## src/rtl/wb_stage.sv

```systemverilog
// rtl/wb_stage.sv - RISC-V writeback stage with load-response wait and RF write ports
//
// Holds one retiring instruction. Non-load results (ALU, PC+4) are written
// the cycle after the handshake. Loads park the stage in WAIT_LOAD until the
// data-memory response arrives, then the formatted load data is written.
//
// Ports:
//   clk, rst                        clock, synchronous active-high reset
//   in_valid / in_ready             MEM-stage handshake (in_ready = stage idle)
//   in_inst, in_pc, in_alu          instruction word, PC, ALU result / load address
//   in_wbsel, in_regwen, in_fp_regwen  result select and write-enable decode
//   dmem_rvalid, dmem_rdata         data-memory load response
//   rf_we/rf_waddr/rf_wdata         integer register-file write port (registered)
//   fprf_we/fprf_waddr/fprf_wdata   FP register-file write port (registered)
//   wb_busy, wb_pending_rd, wb_pending_fp  hazard indication for the waiting load

module wb_stage #(
    parameter int DWIDTH = 32
) (
    input  logic              clk,
    input  logic              rst,
    input  logic              in_valid,
    output logic              in_ready,
    input  logic [31:0]       in_inst,
    input  logic [DWIDTH-1:0] in_pc,
    input  logic [DWIDTH-1:0] in_alu,
    input  logic [1:0]        in_wbsel,
    input  logic              in_regwen,
    input  logic              in_fp_regwen,
    input  logic              dmem_rvalid,
    input  logic [DWIDTH-1:0] dmem_rdata,
    output logic              rf_we,
    output logic [4:0]        rf_waddr,
    output logic [DWIDTH-1:0] rf_wdata,
    output logic              fprf_we,
    output logic [4:0]        fprf_waddr,
    output logic [DWIDTH-1:0] fprf_wdata,
    output logic              wb_busy,
    output logic [4:0]        wb_pending_rd,
    output logic              wb_pending_fp
);

    typedef enum logic {
        S_IDLE      = 1'b0,
        S_WAIT_LOAD = 1'b1
    } state_t;

    state_t      r_state;
    logic [4:0]  r_rd;
    logic [2:0]  r_funct3;
    logic [1:0]  r_lo;
    logic        r_regwen;
    logic        r_fp_regwen;

    logic [4:0]        w_in_rd;
    logic [DWIDTH-1:0] w_alu_res;
    logic [DWIDTH-1:0] w_load_res;
    logic [7:0]        w_byte;
    logic [15:0]       w_half;
    logic              w_unused_inst;

    assign in_ready      = (r_state == S_IDLE);
    assign w_in_rd       = in_inst[11:7];
    assign w_unused_inst = ^{in_inst[31:15], in_inst[6:0]};

    // Only wbsel 01 and 10 reach this path; 11 is filtered out before writing.
    assign w_alu_res = (in_wbsel == 2'b01) ? in_alu : (in_pc + DWIDTH'(4));

    // Byte lane picked by both address bits, halfword lane by bit 1 only.
    assign w_byte = dmem_rdata[{r_lo, 3'b000} +: 8];
    assign w_half = dmem_rdata[{r_lo[1], 4'b0000} +: 16];

    always_comb begin
        w_load_res = dmem_rdata;
        case (r_funct3)
            3'b000:  w_load_res = {{(DWIDTH-8){w_byte[7]}}, w_byte};
            3'b001:  w_load_res = {{(DWIDTH-16){w_half[15]}}, w_half};
            3'b100:  w_load_res = {{(DWIDTH-8){1'b0}}, w_byte};
            3'b101:  w_load_res = {{(DWIDTH-16){1'b0}}, w_half};
            default: w_load_res = dmem_rdata;
        endcase
    end

    always_ff @(posedge clk) begin
        if (rst) begin
            r_state       <= S_IDLE;
            r_rd          <= '0;
            r_funct3      <= '0;
            r_lo          <= '0;
            r_regwen      <= 1'b0;
            r_fp_regwen   <= 1'b0;
            rf_we         <= 1'b0;
            rf_waddr      <= '0;
            rf_wdata      <= '0;
            fprf_we       <= 1'b0;
            fprf_waddr    <= '0;
            fprf_wdata    <= '0;
            wb_busy       <= 1'b0;
            wb_pending_rd <= '0;
            wb_pending_fp <= 1'b0;
        end else begin
            // Enables are single-cycle pulses; addr/data hold otherwise.
            rf_we   <= 1'b0;
            fprf_we <= 1'b0;
            if (r_state == S_IDLE) begin
                if (in_valid) begin
                    if (in_wbsel == 2'b00) begin
                        r_rd          <= w_in_rd;
                        r_funct3      <= in_inst[14:12];
                        r_lo          <= in_alu[1:0];
                        r_regwen      <= in_regwen;
                        r_fp_regwen   <= in_fp_regwen;
                        r_state       <= S_WAIT_LOAD;
                        wb_busy       <= 1'b1;
                        wb_pending_rd <= w_in_rd;
                        wb_pending_fp <= in_fp_regwen;
                    end else if (in_wbsel != 2'b11) begin
                        // FP decode wins when both enables are set.
                        if (in_fp_regwen) begin
                            fprf_we    <= 1'b1;
                            fprf_waddr <= w_in_rd;
                            fprf_wdata <= w_alu_res;
                        end else if (in_regwen && (w_in_rd != 5'd0)) begin
                            rf_we    <= 1'b1;
                            rf_waddr <= w_in_rd;
                            rf_wdata <= w_alu_res;
                        end
                    end
                end
            end else if (dmem_rvalid) begin
                if (r_fp_regwen) begin
                    fprf_we    <= 1'b1;
                    fprf_waddr <= r_rd;
                    fprf_wdata <= w_load_res;
                end else if (r_regwen && (r_rd != 5'd0)) begin
                    rf_we    <= 1'b1;
                    rf_waddr <= r_rd;
                    rf_wdata <= w_load_res;
                end
                r_state       <= S_IDLE;
                wb_busy       <= 1'b0;
                wb_pending_rd <= '0;
                wb_pending_fp <= 1'b0;
            end
        end
    end

endmodule

```

## config.mk

```make
export PLATFORM = sky130hd
export DESIGN_NAME = wb_stage
export DESIGN_NICKNAME = d
export VERILOG_FILES = /design/src/rtl/wb_stage.sv
export SDC_FILE = /design/constraint.sdc
export NUM_CORES = 1
export LEC_CHECK = 0
export CAP_MARGIN = 5
export CORE_ASPECT_RATIO = 1.25
export CORE_MARGIN = 2
export CORE_UTILIZATION = 47
export CTS_CLUSTER_SIZE = 30
export DETAILED_ROUTE_END_ITERATION = 7
export GPL_ROUTABILITY_DRIVEN = 0
export HOLD_SLACK_MARGIN = 0.15
export PLACE_DENSITY_LB_ADDON = 0.12
export REMOVE_ABC_BUFFERS = 1
export SLEW_MARGIN = 10
export SYNTH_ARGS = -nofsm -noshare
export SYNTH_HDL_FRONTEND = slang
export SYNTH_SLANG_ARGS = --single-unit
```

## constraint.sdc

```tcl
create_clock -name clk -period 5.4 [get_ports clk]
set_input_delay 1.08 -clock clk [delete_from_list [all_inputs] [get_ports clk]]
set_output_delay 1.08 -clock clk [all_outputs]
set_load 0.05 [all_outputs]
```

==> impl_metrics.tcl, run 1 <==
set metrics [dict create \
    status "complete, but fails checks" \
    violations "design-rule violations" \
    critical_path.max_fanout 39 \
    ys_seq_elements 96 \
    p_sw_mw 0.560 \
    p_sw_share_pct 30.4 \
    synth_edf_count 0 \
    hold_violations 0 \
    core-area_um2 11100 \
    die_h_um 124 \
    cts.path.max_buffers 2 \
    cts_resized 0 \
    clock-root-buffer "clkbuf_16" \
    synthCells 687 \
    yosysUniqueCellTypes 63 \
    crit_chain "clkdlybuf4s50_1 > nand2b_1 > a21oi_1 > a32o_1 > o21a_2 > buf_4 > nor2_1 > a311oi_1" \
    dp_slack_ns 1.75 \
    p_per_area_nw_per_um2 244 \
    boundaryPins 220 \
    internal-power_mw 1.28 \
    hold_ws_ns 0.457 \
    placed_area_um2 7230 \
    cp.required_ns 5.65 \
    critPathKind "in2reg" \
    grt_usage_pct 29.1 \
    fin_util_pct 67.7 \
    startpoint "in_wbsel[1]" \
    grt_pass1_vias 5635 \
    yosysMostFrequentCell "nand2_1" \
    vias_per_cell 6.01 \
    max_cap_violations 0 \
    wirelength_um 18500 \
    grt_overflow 0 \
    dieArea_um2 12400 \
    min_period_ns 3.35 \
    p_total_mw 1.84 \
    pwr-share-comb_pct 23.6 \
    synth_area_leader_cell "dfxtp_1" \
    drc 1 \
    hp-start "fprf_wdata[24]$_SDFFE_PP0P_" \
    initial_core_util_pct 48.5 \
    final_cell_area_um2 7540 \
    synth_ff_type "dfxtp_1" \
    stdcell_count 989 \
    syn_to_final_growth_pct 39.7 \
    die_w_um 99.8 \
    slew_viol_final 0 \
    route.vias.total 5941 \
    startpoint_type "input port" \
    setup_viol 0 \
    diodes 0 \
    yosys-top-cells-count "110 x nand2_1, 96 x dfxtp_1, 80 x nor2_1, 54 x a21oi_1, 49 x a211oi_1" \
    grt_max_degree 66 \
    num_rows 43 \
    dr.first_iter.drc_count 453 \
    antenna_found_initial 0 \
    rsz0062_at_grt "false" \
    cp-end-kind "register" \
    clkLatencyLatePin_ns 0.35 \
    slew_headroom_pct 20.8 \
    netlist.area_leader.share_pct 35.6 \
    arrival_ns 3.60 \
    p_clk_share_pct 35.6 \
    dpl.cell_count 973 \
    clock-sinks 96 \
    hpwl_um 13800 \
    path_clk_slew_ns 0.07 \
    synth_warnings 0 \
    synthesis.area_um2 5400 \
    p_leak_nw 2.58 \
    post_cts_buffers 0 \
    max_freq_mhz 299 \
    setup-tns-final_ns 0 \
    ant_nets 0 \
    port_buffers 195 \
    layout-drive-gt1-share_pct 5.04 \
    ys_seq_area_share_pct 35.6 \
    h-tree-depth 3 \
    numCtsBuffers 9 \
    routedWlPerCell_um 18.7 \
    max_stage_delay_ns 0.49 \
    nFillCells 935 \
    vdd_drop_max_uv 172 \
    cts_tree "yes" \
    first_pass_iters 8 \
    grt_pass1_wl_um 28400 \
    tightest_slew_ns 1.19 \
    synthTopCellsByArea "dfxtp_1 36%, nand2_1 7.7%, a211oi_1 6.8%, nor2_1 5.6%, a21oi_1 5.0%" \
    cts_hold_buf 0 \
    hp-class "reg2reg" \
    cpMaxStageDelayCell "o21a_2" \
    fin_crit_sh_pct 62.0 \
    nets 986 \
    power_frac_seq_pct 40.7 \
    synth_async_sr_flop_share_pct 0 \
    postSynthAreaPerCell_um2 7.86 \
    skew_ns 0.00726 \
    reg2reg_from "r_lo[1]$_SDFFE_PP0P_" \
    setup_slack_ns 2.05 \
]
routing by layer:
metal / track usage [%] / vias up / wire length, um
met5: 0 / - / 0
li1: - / 2843 / -
met2: 49.9 / 311 / 8880
met3: 7.35 / 63 / 1620
met4: 14.5 / 0 / 805
met1: 33.7 / 2724 / 7170
path summary, 6_finish.rpt:
check                           cells after the start                          end  slack (ns)
worst max-delay path                                8    rf_wdata[14]$_SDFFE_PP0P_        2.05
worst min-delay path                                2  fprf_wdata[24]$_SDFFE_PP0P_        0.46
worst max register to register                      6  fprf_wdata[25]$_SDFFE_PP0P_        2.54
worst min register to register                      2  fprf_wdata[24]$_SDFFE_PP0P_        0.46
worst max-delay path, delay by kind of cell:
family          cells  cell delay, ns
compound gates      4            1.23
buf+inv             2            0.95
simple gates        2            0.30
cell usage in the layout, fill, tap and decap left out, types with 8 or more instances in the layout:
cell type / n
clkdlybuf4s50_1: 194
nand2_1: 110
dfxtp_1: 95
nor2_1: 80
a21oi_1: 54
a211oi_1: 49
o21ai_0: 26
nor3_1: 17
nand3_1: 15
nand2b_1: 14
mux2i_1: 13
xnor2_1: 11
xor2_1: 10
nor4_1: 10
nand4_1: 9
clkbuf_16: 9
buf_4: 8
power groups by stage:
stage / Combinational [mW] / Clock [mW] / Sequential [mW]
floorplan: 0.140 / 0 / 0.849
global placement: 0.424 / 0 / 0.765
CTS: 0.432 / 0.665 / 0.750
finish: 0.436 / 0.657 / 0.751
global route: 0.464 / 0.697 / 0.753
detailed placement: 0.430 / 0 / 0.767
flip-flops by register name, indices dropped and copies added, names as in the netlist, 2 cells and up:
signal	flops
r_funct3	3
r_lo	2
fprf_waddr	5
r_rd	5
fprf_wdata	32
rf_wdata	32
rf_waddr	5
wb_pending_rd	5
kinds of logic (layout without fill, tap and decap cells):
family                     count (synthesis)  in the layout  share of synthesized area [%]
DFF                                       96             96                           35.6
xor gates and xnor gates                  21             21                           3.41
and+or+nand+nor                          294            294                           25.6
buffers and inverters                     60            227                           6.98
muxes                                     16             16                           3.04
AOI/OAI and AO/OA                        199            199                           25.1
adders and majority gates                  1              1                          0.232
layout make-up:
class,instances,area (um^2),area share (%)
Clock inverter,7,82.6,1.10
Sequential cell,96,1920,25.5
Tap cell,135,169,2.24
Timing Repair Buffer,203,2010,26.6
Multi-Input combinational cell,531,3100,41.1
Inverter,8,30.0,0.398
Clock buffer,9,225,2.99
(Power assumes the default switching activity.)
==> run 2, diff against run 1 <==
--- a/config.mk
+++ b/config.mk
@@ -8,7 +8,7 @@
 export CAP_MARGIN = 5
 export CORE_ASPECT_RATIO = 1.25
 export CORE_MARGIN = 2
-export CORE_UTILIZATION = 47
+export CORE_UTILIZATION = 44
 export CTS_CLUSTER_SIZE = 30
 export DETAILED_ROUTE_END_ITERATION = 7
 export GPL_ROUTABILITY_DRIVEN = 0
==> constraint.sdc (replaced) <==
create_clock -name clk -period 3.3 [get_ports clk]
set_input_delay 0.66 -clock clk [delete_from_list [all_inputs] [get_ports clk]]
set_output_delay 0.66 -clock clk [all_outputs]
set_load 0.05 [all_outputs]
==> run 2 against run 1 <==
Compared with the run above:
- the flow now finishes without violations
- clock skew increased by 0.0010 ns
- sequential power increased by 64%
- wire length grew 2.4%
- via count grew 1.7%
- first-iteration DRC count is 2.0% higher
- combinational power up 66%
- critical endpoint is now fprf_wdata[22]$_SDFFE_PP0P_
- clock-buffer cell count unchanged
==> impl_metrics.tcl, run 2 (synthesis gave the netlist of run 1 again) <==
set metrics [dict create \
    status "finished, final reports clean" \
    arrival_ns 2.92 \
    critPathKind "in2reg" \
    first_pass_iters 5 \
    die_w_um 103 \
    cts.path.max_buffers 2 \
    pwr-share-comb_pct 23.2 \
    numCtsBuffers 9 \
    route.vias.total 6041 \
    cts_tree "yes" \
    diodes 0 \
    p_sw_mw 0.935 \
    boundaryPins 220 \
    hpwl_um 14400 \
    setup-tns-final_ns 0 \
    hp-class "reg2reg" \
    power_frac_seq_pct 39.4 \
    nFillCells 1104 \
    reg_top3 "fprf_wdata: 32 flops, rf_wdata: 32 flops" \
    port_buffers 195 \
    hold_violations 0 \
    stdcell_count 1030 \
    layout-drive-gt1-share_pct 6.35 \
    ant_nets 0 \
    drc 0 \
    skew_ns 0.00826 \
    layout_commonest_cell "clkdlybuf4s50_1" \
    max_cap_violations 0 \
    mostFrequentLayoutCells "194 x clkdlybuf4s50_1, 110 x nand2_1, 95 x dfxtp_1" \
    core-area_um2 12000 \
    initial_core_util_pct 44.8 \
    tightest_slew_ns 0.752 \
    dr.first_iter.drc_count 462 \
    rsz0062_at_grt "false" \
    num_rows 45 \
    dieArea_um2 13200 \
    r2r_cells 7 \
    clock-root-buffer "clkbuf_16" \
    p_leak_nw 2.66 \
    p_clk_share_pct 37.3 \
    routedWlPerCell_um 18.4 \
    min_period_ns 2.70 \
    internal-power_mw 2.19 \
    die_h_um 128 \
    cp.required_ns 3.52 \
    nets 998 \
    h-tree-depth 3 \
    slew_viol_final 0 \
    setup_viol 0 \
    grt_pass1_vias 5901 \
    multi_input_area_um2 3100 \
    cts_resized 0 \
    fin_crit_sh_pct 81.8 \
    slew_headroom_pct 49.7 \
    whs_path_depth 2 \
    vdd_drop_max_uv 273 \
    grt_pass1_wl_um 29700 \
    clkLatencyLatePin_ns 0.35 \
    path_clk_slew_ns 0.07 \
    max_freq_mhz 371 \
    syn_to_final_growth_pct 42.5 \
    vias_per_cell 5.87 \
    seqCellArea_um2 1920 \
    cts_hold_buf 0 \
    grt_overflow 0 \
    p_sw_share_pct 30.0 \
    p_per_area_nw_per_um2 406 \
    critical_path.max_fanout 5 \
    antenna_found_initial 0 \
    clock-sinks 96 \
    wirelength_um 18900 \
    startpoint_type "input port" \
    post_cts_buffers 0 \
    grt_usage_pct 28.8 \
    dpl.cell_count 1014 \
    grt_max_degree 56 \
    cp-end-kind "register" \
]
==> run 2: power groups by stage <==
stage                     clock [mW]  combinational (mW)  sequential [mW]
after global placement             0               0.707             1.25
after detailed placement           0               0.716             1.26
final                           1.16               0.725             1.23
after global routing            1.23               0.773             1.23
after CTS                       1.18               0.720             1.23
after floorplan                    0               0.229             1.39
==> run 2: layer usage <==
layer | vias up | wire length (um) | global-route usage (%)
li1 | 2859 | - | -
met1 | 2823 | 7190 | 33.9
met2 | 294 | 9380 | 48.9
met3 | 65 | 1530 | 6.27
met4 | 0 | 809 | 13.8
met5 | - | 0 | 0
==> run 2: final timing paths <==
check / from / to / slack [ns]
max: in_pc[2] / fprf_wdata[22]$_SDFFE_PP0P_ / 0.60
min: rf_wdata[8]$_SDFFE_PP0P_ / rf_wdata[8]$_SDFFE_PP0P_ / 0.46
min reg2reg: rf_wdata[8]$_SDFFE_PP0P_ / rf_wdata[8]$_SDFFE_PP0P_ / 0.46
max reg2reg: r_lo[1]$_SDFFE_PP0P_ / rf_wdata[29]$_SDFFE_PP0P_ / 0.81
==> run 2: cell type report <==
type / instances / area share (%)
multi-input combinational: 531 / 40.3
clock buffer: 9 / 2.93
tap: 164 / 2.67
timing repair buffer: 215 / 27.3
inverter: 8 / 0.391
sequential: 96 / 25.0
clock inverter: 7 / 1.38
==> run 2: critical path: stages <==
cell             delay (ns)
clkdlybuf4s50_1        0.53
ha_1                   0.26
nand3_1                0.20
or3_4                  0.45
nor3_2                 0.21
xor2_1                 0.08
a222oi_1               0.38
a211oi_1               0.14
==> run 2: stage by stage <==
step	cell area, um^2	hold WS [ns]	utilization [%]	setup slack (ns)	total power, mW
floorplan	5050	0.431	-	-0.182	1.62
global placement	7360	0.444	61.0	0.330	1.96
detailed placement	7360	0.449	61.0	0.261	1.97
CTS	7690	0.458	63.8	0.624	3.13
global route	7690	0.478	63.8	0.410	3.24
finish	7690	0.457	63.8	0.602	3.12
==> run 3, diff against run 2 <==
--- a/config.mk
+++ b/config.mk
@@ -8,7 +8,7 @@
 export CAP_MARGIN = 5
 export CORE_ASPECT_RATIO = 1.25
 export CORE_MARGIN = 2
-export CORE_UTILIZATION = 44
+export CORE_UTILIZATION = 40
 export CTS_CLUSTER_SIZE = 30
 export DETAILED_ROUTE_END_ITERATION = 7
 export GPL_ROUTABILITY_DRIVEN = 0
==> constraint.sdc (replaced) <==
create_clock -name clk -period 2.32 [get_ports clk]
set_input_delay 0.464 -clock clk [delete_from_list [all_inputs] [get_ports clk]]
set_output_delay 0.464 -clock clk [all_outputs]
set_load 0.05 [all_outputs]
==> run 3 against run 2 <==
Compared with the run above:
- wire length increased by 5.8%
- critical path depth up 1
- combinational power increased by 59%
- clock power grew 34%
- core utilization is 0.28 points lower
- critical endpoint is now rf_wdata[31]$_SDFFE_PP0P_
- highest routed layer unchanged
==> impl_metrics.tcl, run 3 (synthesis gave the netlist of run 1 again) <==
set metrics [dict create \
    core-area_um2 13200 \
    layout_commonest_cell "clkdlybuf4s50_1" \
    r2r_slack_ns 0.16 \
    dieArea_um2 14400 \
    drc 0 \
    cts.path.max_buffers 2 \
    hpwl_um 15800 \
    status "finished, final reports clean" \
    worst-path-stages 9 \
    whs_path_depth 2 \
    mostFrequentLayoutCells "189 x clkdlybuf4s50_1, 110 x nand2_1, 95 x dfxtp_1" \
    hold_ws_ns 0.463 \
    max_freq_mhz 444 \
    min_period_ns 2.25 \
    grt_usage_pct 27.6 \
    numCtsBuffers 9 \
    maxUsedRoutingLayer "met4" \
    initial_core_util_pct 40.8 \
    slew_viol_final 0 \
    dr.first_iter.drc_count 426 \
    final_cell_area_um2 8400 \
    cp-end-kind "register" \
    dpl.cell_count 1093 \
    critical_path.max_fanout 6 \
    antenna_found_initial 0 \
    rsz0062_at_grt "true" \
    clock-sinks 96 \
    grt_pass1_wl_um 31400 \
    tightest_slew_ns 0.708 \
    routedWlPerCell_um 18.0 \
    setup_viol 0 \
    clkLatencyLatePin_ns 0.35 \
    grt_max_degree 45 \
    route.vias.total 6271 \
    nets 1074 \
    p_leak_nw 3.08 \
    reg2reg_from "r_lo[0]$_SDFFE_PP0P_" \
    setup_slack_ns 0.0674 \
    dr_wl_met3_um 1510 \
    die_h_um 134 \
    max_cap_violations 0 \
    p_per_area_nw_per_um2 531 \
    skew_ns 0.00807 \
    layout-drive-gt1-share_pct 15.2 \
    slew_headroom_pct 51.6 \
    boundaryPins 220 \
    worstReg2RegEnd "rf_wdata[24]$_SDFFE_PP0P_" \
    crit_chain "clkdlybuf4s50_1 > buf_4 > nand4_1 > nor4_1 > buf_4 > nand4_1 > o2111ai_1 > nor2_1 > nor3_1" \
    cts_hold_buf 0 \
    arrival_ns 2.53 \
    grt_pass1_vias 6185 \
    cp.required_ns 2.60 \
    cp_num_buf_inv 3 \
    port_buffers 195 \
    setup-tns-final_ns 0 \
    num_rows 47 \
    wirelength_um 20000 \
    cpMaxStageDelayCell "clkdlybuf4s50_1" \
    ant_nets 0 \
    first_pass_iters 6 \
    grt_overflow 0 \
    startpoint_type "input port" \
    multi_input_area_um2 3180 \
    path_clk_slew_ns 0.07 \
    syn_to_final_growth_pct 55.7 \
    drt-met1-wl_um 7830 \
    met2_length_um 9830 \
    stdcell_count 1113 \
    fin_crit_sh_pct 97.1 \
    vias_per_cell 5.63 \
    holdPathEnd "wb_pending_rd[3]$_SDFFE_PP0P_" \
    placed_area_um2 7980 \
    dp_slack_ns -0.399 \
    h-tree-depth 3 \
    max_stage_delay_ns 0.52 \
    critPathKind "in2reg" \
    nFillCells 1189 \
    reg_top3 "fprf_wdata: 32 flops, rf_wdata: 32 flops" \
    hp-start "wb_pending_rd[3]$_SDFFE_PP0P_" \
    die_w_um 108 \
    diodes 0 \
    r2r_cells 7 \
    clock-root-buffer "clkbuf_16" \
    hp-class "reg2reg" \
    seqCellArea_um2 1920 \
    hold_violations 0 \
    crit_family "simple AND/OR/NAND/NOR gates" \
    cts_tree "yes" \
    vdd_drop_max_uv 364 \
]
[run 3: power by group]
| part | switching [mW] | internal [mW] | total [mW] | leakage (nW) |
|---|---|---|---|---|
| Clock | 0.705 | 0.857 | 1.56 | 0.154 |
| Combinational | 0.635 | 0.519 | 1.15 | 2.15 |
| Sequential | 0.0361 | 1.71 | 1.74 | 0.780 |
| Total | 1.38 | 3.08 | 4.46 | 3.08 |
[run 3: repair_timing]
item	in CTS	in global routing
pin swaps	5	12
setup endpoints to repair	4	22
gates resized for setup	3	17
buffers inserted	2	2
[run 3: stage by stage]
step | power [mW] | util, %
2_1_floorplan | 2.30 | -
3_3_place_gp | 2.89 | 60.3
3_5_place_dp | 2.91 | 60.3
4_1_cts | 4.47 | 62.8
5_1_grt | 4.64 | 63.5
6_report | 4.46 | 63.5
[run 3: how the worst max path moves through the flow]
stage                       start                          end  slack, ns
2_1_floorplan  r_state$_SDFF_PP0_    rf_wdata[10]$_SDFFE_PP0P_      -1.16
3_3_place_gp             in_pc[2]  fprf_wdata[24]$_SDFFE_PP0P_      -0.33
3_5_place_dp             in_pc[2]    rf_wdata[22]$_SDFFE_PP0P_      -0.40
4_1_cts                  in_pc[3]    rf_wdata[22]$_SDFFE_PP0P_       0.01
5_1_grt                 in_pc[20]    rf_wdata[29]$_SDFFE_PP0P_      -0.07
6_report                in_pc[20]    rf_wdata[31]$_SDFFE_PP0P_       0.07
[run 3: layout make-up]
type | instances | share of cell area [%]
Clock buffer | 9 | 2.68
Clock inverter | 7 | 1.03
Inverter | 8 | 0.357
Multi-Input combinational cell | 531 | 37.8
Sequential cell | 96 | 22.9
Tap cell | 171 | 2.55
Timing Repair Buffer | 291 | 32.7
[run 3: tightest hold or removal path: stages (launching register included)]
cell and delay, ns:
dfxtp_1 0.31, nand2_1 0.05, a21oi_1 0.05
[run 3: metal layers]
metal | global-route usage, % | vias to the layer above
li1 | - | 3015
met1 | 32.5 | 2900
met2 | 47.7 | 293
met3 | 6.22 | 63
met4 | 11.9 | 0
met5 | 0 | -
